## config.mk

```make
export PLATFORM = sky130hd
export DESIGN_NAME = neuron_step_scheduler
export DESIGN_NICKNAME = d
export VERILOG_FILES = /design/src/rtl/neuron_step_scheduler.sv
export SDC_FILE = /design/constraint.sdc
export NUM_CORES = 2
export LEC_CHECK = 0
export CAP_MARGIN = 5
export CORE_UTILIZATION = 50
export CTS_BUF_LIST = sky130_fd_sc_hd__clkbuf_4
export CTS_CLUSTER_DIAMETER = 150
export DETAILED_ROUTE_END_ITERATION = 7
export GPL_ROUTABILITY_DRIVEN = 0
export PLACE_DENSITY_LB_ADDON = 0.08
export SLEW_MARGIN = 20
export SYNTH_ARGS = -nofsm -noshare
export SYNTH_HDL_FRONTEND = slang
export SYNTH_SLANG_ARGS = --single-unit
```

## constraint.sdc

```tcl
create_clock -name clk -period 38.8 [get_ports clk]
set_input_delay 7.76 -clock clk [delete_from_list [all_inputs] [get_ports clk]]
set_output_delay 7.76 -clock clk [all_outputs]
set_load 0.005 [all_outputs]
```

## src/rtl/neuron_step_scheduler.sv

```systemverilog
// Time-multiplexes one combinational neuron-update datapath across N neurons.
// Each start pulse sweeps every index once, applies threshold/reset and streams spikes.
module neuron_step_scheduler #(
    parameter int N     = 16,
    parameter int IDX_W = 4,
    parameter int W     = 16,
    parameter logic signed [W-1:0] V_THRESH = 16'sd8192,
    parameter logic signed [W-1:0] V_RESET  = 16'sd0,
    parameter logic signed [W-1:0] W_JUMP   = 16'sd410
) (
    input  logic             clk,
    input  logic             rst,
    input  logic             start,
    output logic             busy,
    output logic             done,
    input  logic             i_wr_en,
    input  logic [IDX_W-1:0] i_wr_idx,
    input  logic [W-1:0]     i_wr_data,
    output logic             upd_en,
    output logic [W-1:0]     upd_v,
    output logic [W-1:0]     upd_w,
    output logic [W-1:0]     upd_i,
    input  logic [W-1:0]     upd_v_next,
    input  logic [W-1:0]     upd_w_next,
    output logic             spike_valid,
    input  logic             spike_ready,
    output logic [IDX_W-1:0] spike_idx,
    output logic [15:0]      spike_step,
    output logic [15:0]      step_count
);

    localparam logic [2:0] ST_IDLE = 3'd0;
    localparam logic [2:0] ST_CALC = 3'd1;
    localparam logic [2:0] ST_WB   = 3'd2;
    localparam logic [2:0] ST_EMIT = 3'd3;
    localparam logic [2:0] ST_DONE = 3'd4;

    localparam logic [IDX_W-1:0] LAST_IDX = IDX_W'(N - 1);

    logic [2:0]              state_q, state_d;
    logic [IDX_W-1:0]        idx_q, idx_d;
    logic signed [W-1:0]     nv_q, nv_d;
    logic signed [W-1:0]     nw_q, nw_d;
    logic [IDX_W-1:0]        spike_idx_q, spike_idx_d;
    logic [15:0]             spike_step_q, spike_step_d;
    logic [15:0]             step_count_q, step_count_d;
    logic                    busy_q, done_q, upd_en_q, spike_valid_q;

    logic signed [W-1:0]     v_mem_q [N];
    logic signed [W-1:0]     w_mem_q [N];
    logic signed [W-1:0]     i_mem_q [N];

    logic signed [W-1:0]     rd_v_s, rd_w_s, rd_i_s;
    logic                    wb_we_s;
    logic signed [W-1:0]     wb_v_s, wb_w_s;
    logic                    last_s;
    logic                    spike_s;

    // Two's-complement add clamped to the representable range on overflow.
    function automatic logic signed [W-1:0] sat_add(input logic signed [W-1:0] a,
                                                    input logic signed [W-1:0] b);
        logic [W:0] sum;
        sum = {a[W-1], a} + {b[W-1], b};
        if (sum[W] != sum[W-1]) begin
            if (sum[W]) begin
                return {1'b1, {(W-1){1'b0}}};
            end else begin
                return {1'b0, {(W-1){1'b1}}};
            end
        end else begin
            return sum[W-1:0];
        end
    endfunction

    assign last_s  = (idx_q == LAST_IDX);
    assign spike_s = (nv_q >= V_THRESH);

    // Read mux: state of the current index, presented to the datapath in CALC.
    always_comb begin
        rd_v_s = '0;
        rd_w_s = '0;
        rd_i_s = '0;
        for (int k = 0; k < N; k++) begin
            if (idx_q == IDX_W'(k)) begin
                rd_v_s = v_mem_q[k];
                rd_w_s = w_mem_q[k];
                rd_i_s = i_mem_q[k];
            end else begin
                rd_v_s = rd_v_s;
                rd_w_s = rd_w_s;
                rd_i_s = rd_i_s;
            end
        end
    end

    // Sweep sequencing, threshold decision and write-back value selection.
    always_comb begin
        state_d      = state_q;
        idx_d        = idx_q;
        nv_d         = nv_q;
        nw_d         = nw_q;
        spike_idx_d  = spike_idx_q;
        spike_step_d = spike_step_q;
        step_count_d = step_count_q;
        wb_we_s      = 1'b0;
        wb_v_s       = nv_q;
        wb_w_s       = nw_q;
        case (state_q)
            ST_IDLE: begin
                if (start) begin
                    state_d = ST_CALC;
                    idx_d   = '0;
                end else begin
                    state_d = ST_IDLE;
                end
            end
            ST_CALC: begin
                nv_d    = upd_v_next;
                nw_d    = upd_w_next;
                state_d = ST_WB;
            end
            ST_WB: begin
                wb_we_s = 1'b1;
                if (spike_s) begin
                    wb_v_s       = V_RESET;
                    wb_w_s       = sat_add(nw_q, W_JUMP);
                    spike_idx_d  = idx_q;
                    spike_step_d = step_count_q;
                    state_d      = ST_EMIT;
                end else if (last_s) begin
                    state_d = ST_DONE;
                end else begin
                    idx_d   = idx_q + IDX_W'(1);
                    state_d = ST_CALC;
                end
            end
            ST_EMIT: begin
                if (spike_ready && last_s) begin
                    state_d = ST_DONE;
                end else if (spike_ready) begin
                    idx_d   = idx_q + IDX_W'(1);
                    state_d = ST_CALC;
                end else begin
                    state_d = ST_EMIT;
                end
            end
            ST_DONE: begin
                step_count_d = step_count_q + 16'd1;
                state_d      = ST_IDLE;
            end
            default: begin
                state_d = ST_IDLE;
            end
        endcase
    end

    // Control registers; status outputs are registered from the next state.
    always_ff @(posedge clk or posedge rst) begin
        if (rst) begin
            state_q       <= ST_IDLE;
            idx_q         <= '0;
            nv_q          <= '0;
            nw_q          <= '0;
            spike_idx_q   <= '0;
            spike_step_q  <= 16'd0;
            step_count_q  <= 16'd0;
            busy_q        <= 1'b0;
            done_q        <= 1'b0;
            upd_en_q      <= 1'b0;
            spike_valid_q <= 1'b0;
        end else begin
            state_q       <= state_d;
            idx_q         <= idx_d;
            nv_q          <= nv_d;
            nw_q          <= nw_d;
            spike_idx_q   <= spike_idx_d;
            spike_step_q  <= spike_step_d;
            step_count_q  <= step_count_d;
            busy_q        <= (state_d != ST_IDLE);
            done_q        <= (state_d == ST_DONE);
            upd_en_q      <= (state_d == ST_CALC);
            spike_valid_q <= (state_d == ST_EMIT);
        end
    end

    // State banks; an input-current write in CALC lands after the read, so the old value is used.
    always_ff @(posedge clk or posedge rst) begin
        if (rst) begin
            for (int k = 0; k < N; k++) begin
                v_mem_q[k] <= '0;
                w_mem_q[k] <= '0;
                i_mem_q[k] <= '0;
            end
        end else begin
            for (int k = 0; k < N; k++) begin
                if (wb_we_s && (idx_q == IDX_W'(k))) begin
                    v_mem_q[k] <= wb_v_s;
                    w_mem_q[k] <= wb_w_s;
                end
                if (i_wr_en && (i_wr_idx == IDX_W'(k))) begin
                    i_mem_q[k] <= i_wr_data;
                end
            end
        end
    end

    assign busy        = busy_q;
    assign done        = done_q;
    assign upd_en      = upd_en_q;
    assign upd_v       = rd_v_s;
    assign upd_w       = rd_w_s;
    assign upd_i       = rd_i_s;
    assign spike_valid = spike_valid_q;
    assign spike_idx   = spike_idx_q;
    assign spike_step  = spike_step_q;
    assign step_count  = step_count_q;

endmodule

```

==> impl_metrics.tcl <==
set metrics [dict create \
    avgSynthCellArea_um2 10.0 \
    critPathSlowestCell "buf_4" \
    fin_worst_skew_ps 61.9 \
    layout_setup_ws_ps 25020 \
    final_area_um2 42700 \
    cp_max_fo 61 \
    synth_top_area_cell "dfrtp_1" \
    worstRegToRegCells 7 \
    syn_to_final_growth_pct 13.3 \
    synth_area_um2 37700 \
    period_share_pct 35.5 \
    synth_edf_count 0 \
    grt_pass1_wl_mm 183 \
    nets 3922 \
    rsz0062_at_grt "no" \
    max_freq_mhz 72.6 \
    r2r-end "v_mem_q[119]" \
    cp.arrival_ps 6020 \
    wl_per_cell_um 23.4 \
    cts_buffers 222 \
    reg2reg_slack_ps 34920 \
    synth_cells 3760 \
    ant_nets 0 \
    num_vias 30774 \
    htree_levels 4 \
    period_needed_ps 13780 \
    hp-class "reg -> reg" \
    wl_mm 117 \
    ios 145 \
    peakVddDrop_v 0.0000433 \
    timing_hold_violations_final 0 \
    r2r_start "idx_q[0]" \
    synth_fp_nets 3823 \
    num_rows 100 \
    relSlewSlack_pct 20.4 \
    die_area_um2 76500 \
    crit_path_cell_trace "inv_1, ha_4, buf_4, buf_4, o21ai_0, nand2_1, buf_4, a2111oi_0, o21ai_0, clkdlybuf4s50_1" \
    drive_gt1_share_pct 19.0 \
    holdWs_ps 471 \
    hold_start "spike_step[13]" \
    drv_cap 0 \
    start_kind "register" \
    crit_top_cell "buf_4" \
    drcViolationCount 0 \
    slew_violations 0 \
    hold_end "spike_step[13]" \
    postSynth.asyncResetShare_pct 100 \
    finalSetupViolCount 0 \
    end_kind "output port" \
    yosys.area.top_type_share_pct 56.2 \
    dpl_cell_area_um2 39800 \
    cts_sinks 847 \
    viasPerCell 6.14 \
    grt_pass1_vias 30590 \
    insertion_delay_ps 1070 \
    port_buffers 144 \
    hold_depth 2 \
    ys_ff_latch 847 \
    slowest_delay_ps 670 \
    power.leakage_nw 18.9 \
    clock-root-buffer "clkbuf_4" \
    synthFlopType "dfrtp_1" \
    critPathBufInv 5 \
    post-place-ws_ps 26120 \
    cp_top_family "buffers and inverters" \
    yosysUniqueCellTypes 69 \
    start_util_pct 50.6 \
    grt_use_total_pct 30.8 \
    die_h_um 277 \
    total_power_mw 3.19 \
    synthTopCellsByArea "dfrtp_1 (56%), mux2_2 (8.7%), o21ai_0 (8.5%), nand2_1 (6.8%), clkbuf_1 (2.9%)" \
    cts_resized 0 \
    required_ps 31040 \
    cts_tree "built" \
    drt-initial-drc-count 2838 \
    clk_pin_slew_worst_paths_ps 60 \
    die_w_um 277 \
    crit_type "reg -> out" \
    antenna_found_initial 6 \
    cts_setup_buffers 0 \
    worst_pin_slew_ps 1190 \
    powerDensity_nw_per_um2 74.7 \
    status "finished, final reports clean" \
    seq_area_frac_synth_pct 56.2 \
    coreArea_um2 74600 \
    clockBufferDepth 3 \
    dp_hpwl_mm 71.1 \
    hold_buffers 0 \
    setup-tns-final_ps 0 \
    first_pass_iters 6 \
    grt_max_degree 195 \
    ys_warn_count 0 \
    grt_overflow 0 \
]
==> state kept, by name, indices dropped and copies added (netlist names) <==
| register | count |
|---|---|
| busy | 1 |
| w_mem_q | 256 |
| i_mem_q | 256 |
| nw_q | 16 |
| done | 1 |
| idx_q | 4 |
| state_q | 3 |
| spike_idx | 4 |
| nv_q | 16 |
| spike_valid | 1 |
| upd_en | 1 |
| step_count | 16 |
| spike_step | 16 |
| v_mem_q | 256 |
==> layout make-up <==
class                      count  area (um^2)
tap                          969         1210
sequential                   847        21200
fill                        6582        31800
timing repair buffer         217         2050
clock inverter                71          338
inverter                      10         45.0
antenna                        3         7.51
clock buffer                 330         2480
multi-input combinational   2561        15400
==> worst max path at each step <==
stage / startpoint / endpoint / slack [ps] / cells past startpoint
3_3_place_gp: idx_q[0] / upd_w[4] / 26190 / 11
5_1_grt: idx_q[0] / upd_w[5] / 24770 / 11
6_report: idx_q[1] / upd_w[2] / 25020 / 10
3_5_place_dp: idx_q[0] / upd_w[4] / 26120 / 11
2_1_floorplan: rst / busy / 7240 / 1
4_1_cts: idx_q[0] / upd_w[4] / 24950 / 11
==> Yosys cell counts (3+ instances only) <==
cell type	number
o311a_1	3
dfrtp_1	847
buf_1	20
clkbuf_1	296
a211oi_1	4
o21ai_1	12
o221ai_1	44
a21o_1	3
xnor2_1	11
nor3b_1	3
nand3_1	27
xor2_1	7
and2_1	6
nor3_1	39
o22ai_1	93
inv_1	8
a221o_1	3
nor2_1	110
a21oi_1	203
o21a_1	44
a211oi_2	4
o31a_1	28
a2111oi_0	28
nand2b_1	11
and3_1	33
a31oi_1	5
o21ai_0	639
ha_1	6
nand4_1	10
nand3b_1	6
clkbuf_2	5
nand2_1	688
or3_1	6
nor2b_1	8
o311ai_0	3
a221oi_1	62
buf_2	19
o211ai_1	9
mux2_2	290
a22oi_1	76
==> cells in the final DEF, fill, tap and decap left out, types with 7 or more instances in the layout <==
| cell type | netlist | layout |
|---|---|---|
| nand3_1 | 27 | 22 |
| nor2_1 | 110 | 108 |
| clkbuf_4 | 0 | 330 |
| o31a_1 | 28 | 28 |
| o211ai_1 | 9 | 9 |
| xor2_1 | 7 | 7 |
| a221oi_1 | 62 | 62 |
| a21oi_1 | 203 | 203 |
| nand2_4 | 0 | 12 |
| o22ai_1 | 93 | 93 |
| nor2b_1 | 8 | 7 |
| clkinv_1 | 1 | 53 |
| clkdlybuf4s50_1 | 0 | 144 |
| buf_4 | 2 | 67 |
| xnor2_1 | 11 | 11 |
| nand4_1 | 10 | 10 |
| o221ai_1 | 44 | 44 |
| o21a_1 | 44 | 44 |
| nand2b_1 | 11 | 10 |
| a2111oi_0 | 28 | 24 |
| nand2_1 | 688 | 674 |
| o21ai_0 | 639 | 638 |
| dfrtp_1 | 847 | 845 |
| a22oi_1 | 76 | 76 |
| and3_1 | 33 | 32 |
| nor3_1 | 39 | 38 |
| mux2_2 | 290 | 290 |
| o21ai_1 | 12 | 13 |
==> routing by layer <==
layer / GRT usage (%) / wire length, um / vias to the layer above
met5: 0 / 29 / -
li1: - / - / 13752
met2: 45.2 / 51700 / 1357
met3: 8.01 / 10800 / 162
met4: 8.68 / 1870 / 6
met1: 45.2 / 52900 / 15497
==> cells by family after synthesis <==
| group | synth area share, % |
|---|---|
| AOI/OAI and AO/OA | 20.3 |
| xor gates and xnor gates | 0.418 |
| adders and majority gates | 0.199 |
| buffers and inverters | 3.60 |
| DFF | 56.2 |
| muxes | 8.71 |
| and+or+nand+nor | 10.6 |
==> worst reg2reg max path, cell delays in order (launching register included) <==
cell and delay [ps]:
dfrtp_1 480, inv_1 240, ha_4 470, nor2b_1 240, and2_2 900, nand2_2 900
nand2_1 310, o21ai_0 130
==> where the power goes <==
part           switching [mW]  total, mW  internal [mW]  leakage, nW
logic                   0.735       1.17          0.436         6.09
registers               0.150       1.25           1.10         11.1
clock network           0.375      0.770          0.395         1.68
==> per-stage QoR <==
stage | std cells | utilization, %
after detailed placement | 4603 | 53.4
after global placement | 4603 | 53.3
after floorplan | 3760 | -
final | 5008 | 57.3
after CTS | 5004 | 57.2
after global routing | 5007 | 57.3
Note: power is estimated with default switching activity, not from simulation.
